<file path="src/rtl/spi_counter_receiver.sv">
// SPI mode-0 responder for 14-bit counter frames: oversampled pins, framing check, valid/error strobes.
// Optional MISO echo of the last good value is built when SPI_RX_ECHO_EN is defined.
module spi_counter_receiver #(
    parameter int DATA_WIDTH  = 14,
    parameter int FRAME_BITS  = 16,
    parameter int SYNC_STAGES = 2
) (
    input  logic                  clk,
    input  logic                  reset_n,
    input  logic                  sclk,
    input  logic                  mosi,
    input  logic                  ss,
    output logic                  miso,
    output logic [DATA_WIDTH-1:0] o_counter,
    output logic                  o_data_valid,
    output logic                  o_frame_err
);

    localparam int CNT_W = $clog2(FRAME_BITS + 2);

    typedef enum logic [1:0] {
        IDLE,
        SHIFT,
        WAIT_HIGH
    } state_t;

    logic [SYNC_STAGES-1:0] sclk_pipe, mosi_pipe, ss_pipe;
    logic                   sclk_hist, ss_hist;
    logic                   sclk_s, mosi_s, ss_s;
    logic                   sclk_rise, sclk_fall, ss_rise, ss_fall;

    state_t                 state, state_n;
    logic [CNT_W-1:0]       bit_cnt, cnt_n;
    logic [FRAME_BITS-1:0]  rx_shift, rx_n;
    logic [DATA_WIDTH-1:0]  counter_n;
    logic                   valid_n, err_n;

    always_ff @(posedge clk or negedge reset_n) begin
        if (!reset_n) begin
            sclk_pipe <= '0;
            mosi_pipe <= '0;
            ss_pipe   <= '0;
            sclk_hist <= 1'b0;
            ss_hist   <= 1'b0;
        end else begin
            sclk_pipe <= {sclk_pipe[SYNC_STAGES-2:0], sclk};
            mosi_pipe <= {mosi_pipe[SYNC_STAGES-2:0], mosi};
            ss_pipe   <= {ss_pipe[SYNC_STAGES-2:0], ss};
            sclk_hist <= sclk_pipe[SYNC_STAGES-1];
            ss_hist   <= ss_pipe[SYNC_STAGES-1];
        end
    end

    assign sclk_s    = sclk_pipe[SYNC_STAGES-1];
    assign mosi_s    = mosi_pipe[SYNC_STAGES-1];
    assign ss_s      = ss_pipe[SYNC_STAGES-1];
    assign sclk_rise = sclk_s & ~sclk_hist;
    assign sclk_fall = ~sclk_s & sclk_hist;
    assign ss_rise   = ss_s & ~ss_hist;
    assign ss_fall   = ~ss_s & ss_hist;

`ifdef SPI_RX_ECHO_EN
    logic [FRAME_BITS-1:0] tx_shift, tx_n;
    logic                  miso_q, miso_n;
`endif

    always_comb begin
        state_n   = state;
        cnt_n     = bit_cnt;
        rx_n      = rx_shift;
        counter_n = o_counter;
        valid_n   = 1'b0;
        err_n     = 1'b0;
`ifdef SPI_RX_ECHO_EN
        tx_n      = tx_shift;
`endif
        case (state)
            IDLE: begin
                if (ss_fall) begin
                    state_n = SHIFT;
                    cnt_n   = '0;
                    rx_n    = '0;
`ifdef SPI_RX_ECHO_EN
                    tx_n    = FRAME_BITS'(o_counter);
`endif
                end else if (!ss_s) begin
                    // ss already low without a seen falling edge (e.g. after reset): skip the partial frame
                    state_n = WAIT_HIGH;
                end
            end
            SHIFT: begin
                if (sclk_rise) begin
                    rx_n = {rx_shift[FRAME_BITS-2:0], mosi_s};
                    if (bit_cnt != CNT_W'(FRAME_BITS + 1))
                        cnt_n = bit_cnt + CNT_W'(1);
                end
`ifdef SPI_RX_ECHO_EN
                if (sclk_fall)
                    tx_n = tx_shift << 1;
`endif
                // Evaluated on the already-updated count/shift so a coincident last edge still counts
                if (ss_rise) begin
                    state_n = IDLE;
                    if (cnt_n == CNT_W'(FRAME_BITS) && (rx_n >> DATA_WIDTH) == '0) begin
                        counter_n = rx_n[DATA_WIDTH-1:0];
                        valid_n   = 1'b1;
                    end else begin
                        err_n = 1'b1;
                    end
                end
            end
            WAIT_HIGH: begin
                if (ss_s)
                    state_n = IDLE;
            end
            default: state_n = IDLE;
        endcase
`ifdef SPI_RX_ECHO_EN
        miso_n = (state_n == SHIFT) ? tx_n[FRAME_BITS-1] : 1'b0;
`endif
    end

    always_ff @(posedge clk or negedge reset_n) begin
        if (!reset_n) begin
            state        <= IDLE;
            bit_cnt      <= '0;
            rx_shift     <= '0;
            o_counter    <= '0;
            o_data_valid <= 1'b0;
            o_frame_err  <= 1'b0;
        end else begin
            state        <= state_n;
            bit_cnt      <= cnt_n;
            rx_shift     <= rx_n;
            o_counter    <= counter_n;
            o_data_valid <= valid_n;
            o_frame_err  <= err_n;
        end
    end

`ifdef SPI_RX_ECHO_EN
    always_ff @(posedge clk or negedge reset_n) begin
        if (!reset_n) begin
            tx_shift <= '0;
            miso_q   <= 1'b0;
        end else begin
            tx_shift <= tx_n;
            miso_q   <= miso_n;
        end
    end

    assign miso = miso_q;
`else
    assign miso = 1'b0;
`endif

endmodule

</file>
<file path="config.mk">
export PLATFORM = sky130hd
export DESIGN_NAME = spi_counter_receiver
export DESIGN_NICKNAME = d
export VERILOG_FILES = /design/src/rtl/spi_counter_receiver.sv
export SDC_FILE = /design/constraint.sdc
export NUM_CORES = 1
export LEC_CHECK = 0
export BUFFER_PORTS_ARGS = -buffer_cell sky130_fd_sc_hd__buf_4
export CAP_MARGIN = 20
export CORE_ASPECT_RATIO = 0.9
export CORE_MARGIN = 5
export CORE_UTILIZATION = 57
export CTS_CLUSTER_SIZE = 20
export DETAILED_ROUTE_END_ITERATION = 7
export PLACE_DENSITY = 0.78
export SYNTH_ARGS = -nofsm -noshare
export SYNTH_HDL_FRONTEND = slang
export SYNTH_SLANG_ARGS = --single-unit
</file>
<file path="constraint.sdc">
create_clock -name clk -period 2.9 [get_ports clk]
set_input_delay 0.58 -clock clk [delete_from_list [all_inputs] [get_ports clk]]
set_output_delay 0.58 -clock clk [all_outputs]
set_load 0.01 [all_outputs]
</file>
==> results.toml <==
[outcome]
status = "finished clean"

[worst_setup_path]
cp.required_ps = 3090
slowest_delay_ps = 480
path_cells = "ha_1, nand4bb_1, a2111oi_2, nor3_1, nor4bb_4, buf_4, mux2_2"
cp_num_buf_inv = 1
cp.arrival_ps = 2720
crit_family = "simple AND/OR/NAND/NOR gates"
cp-start-kind = "flip-flop"
crit_path_top_delay_cell = "dfrtp_1"
cp_max_fo = 14
end_kind = "flip-flop"
critPathKind = "flip-flop to flip-flop"

[pwr]
power.total_mw = 1.29
peakVddDrop_v = 0.000305
leakage_nw = 1.23
powerDensity_nw_per_um2 = 531

[placement]
post-dp-hpwl_mm = 2.71
port_buffers = 20
dp_worst_setup_slack_ps = 393
gp_congestion = 0.729
post_dp_cell_area_sq_um = 2300

[run]
cap_viol_max_count = 0

[cts]
hold_buffers = 0
cts-root-buf = "clkbuf_8"
clk_path_buf_depth = 2
postCtsResizedCells = 0
cts.clk_slew.worst_paths_ps = 80
cts_buffers = 5
cts_max_level = 2
clock-sinks = 47
cts_tree = "yes"
cts_setup_buffers = 0
clkLatencyLatePin_ps = 300

[grt]
track_usage_pct = 18.9
grt-busiest-layer = "met2"
grt_pass1_wl_mm = 7.06
grt_overflow = 0
antenna_found_initial = 0
use_met3_pct = 7.05
grt_use_met2_pct = 30.5
use_met1_pct = 22.2
grt_pass1_vias = 1530
grt_max_degree = 48

[sta]
setup_ws_ps = 375
setup-tns-final_ps = 0
maxSlewViolCount = 0
whs_ps = 263
finalCritPeriodShare_pct = 87.1
rsz0062_at_grt = "no"
hold_viol = 0
clock.fmax_mhz = 396
setup_viol = 0
worst_slew_pin_slew_ps = 785
slew_headroom_pct = 47.4
fin_skew_ps = 6.80
finalCriticalPeriod_ps = 2530

[drt]
wirelength_mm = 3.98
drc = 0
avgViaCountPerCell = 5.74
ant_nets = 0
wire_per_inst_um = 15.7
vias = 1452
dr.pass1.iters = 4
drt_iter0_drc = 76

[synthesis]
synth_area_sq_um = 2140
synthFlopType = "dfrtp_1"
synth_commonest_cells = "47 x dfrtp_1, 45 x nand2_1, 19 x a22o_1, 10 x mux2_4, 6 x o21ai_0"
netlist.area_leader.share_pct = 55.0
syn_nets = 193
synth-edff-count = 0
ys_async_sr_fraction_pct = 100
synth_area_per_cell_sq_um = 11.5
yosysSeqAreaShare_pct = 55.0
synth_area_leader_cell = "dfrtp_1"
ys_warn_count = 0
yosys.cell_count.top_type = "dfrtp_1"
yosys-top-cells-area = "dfrtp_1 55%, nand2_1 7.9%, a22o_1 7.8%, mux2_4 7.0%, mux2_2 2.6%"
synth_cell_type_count = 38
syn_inst = 186
synth-seq-cells = 47

[floorplanning]
start_util_pct = 58.1
io_pins = 22
die_w_um = 74.6
die-height_um = 68.1
rows = 21
core_area_sq_um = 3680
dieArea_sq_um = 5080

[final_layout]
area_delta_synth_final_pct = 13.5
multi_input_area_sq_um = 881
regArea_sq_um = 1180
drive_above_1_share_pct = 26.6
nFillCells = 294
num-nets-final = 213
antenna_cells = 0
final_area_sq_um = 2430

[worst_hold_path]
hold_path_class = "input pin to asynchronous set/reset pin"
[worst paths after layout]
| path | endpoint | slack (ps) | startpoint | cells past startpoint |
|---|---|---|---|---|
| max in group asynchronous | o_counter[1] | 2250 | reset_n | 1 |
| setup reg to reg | o_counter[0] | 370 | bit_cnt[0] | 7 |
| setup / recovery | o_counter[0] | 370 | bit_cnt[0] | 7 |
| min in group clk | mosi_pipe[1] | 360 | mosi_pipe[0] | 0 |
| hold / removal | bit_cnt[4] | 260 | reset_n | 1 |
| hold reg to reg | mosi_pipe[1] | 360 | mosi_pipe[0] | 0 |
[registers in the layout (all words and copies together) (netlist names)]
name	flops
rx_shift	16
state	2
sclk_hist	1
sclk_pipe	2
mosi_pipe	2
o_counter	14
o_data_valid	1
ss_hist	1
o_frame_err	1
bit_cnt	5
ss_pipe	2
[logic make-up after synthesis]
logic type / count (synthesis) / share of synthesized area (%)
xor+xnor: 1 / 0.410
flops: 47 / 55.0
simple gates: 72 / 16.6
buf+inv: 14 / 4.50
fa+ha+maj: 2 / 1.17
mux: 15 / 9.65
other cells: 1 / 0.175
compound gates: 34 / 12.5
[cell type report]
cell class	instances	area share, %
Timing Repair Buffer	24	7.42
Clock buffer	6	3.40
Tap cell	46	2.37
Inverter	3	0.464
Sequential cell	47	48.5
Clock inverter	2	1.60
Multi-Input combinational cell	125	36.3
[layer usage]
metal  vias up  wire length (um)
li1        683                 -
met1       715              1670
met2        45              1970
met3         9               268
met4         0                69
met5         -                 0
[worst reg2reg max path, cell delays in order (launching register included)]
cell and delay, ps:
dfrtp_1 480, ha_1 250, nand4bb_1 140, a2111oi_2 410, nor3_1 160, nor4bb_4 300, buf_4 300, mux2_2 370
[where the power goes]
group | switching, mW | internal (mW) | total (mW)
logic | 0.0674 | 0.0355 | 0.103
clock network | 0.218 | 0.283 | 0.501
registers | 0.0148 | 0.669 | 0.684
[through the flow]
step           cells  util (%)
6_report         253      66.0
3_5_place_dp     244      62.5
4_1_cts          252      65.8
3_3_place_gp     244      62.5
2_1_floorplan    186         -
5_1_grt          253      66.0
[cells in the final DEF (no fill, tap or decap), types with 2 or more instances in the layout]
| master | count |
|---|---|
| a211oi_1 | 3 |
| a22o_1 | 19 |
| and2_1 | 3 |
| and4bb_2 | 2 |
| buf_4 | 24 |
| clkbuf_8 | 6 |
| dfrtp_1 | 47 |
| ha_1 | 2 |
| inv_1 | 3 |
| mux2_2 | 5 |
| mux2_4 | 10 |
| nand2_1 | 45 |
| nand3_1 | 2 |
| nand3b_1 | 2 |
| nor2_1 | 5 |
| nor3_1 | 3 |
| o21ai_0 | 6 |
Power figures use the tool's default switching activity.
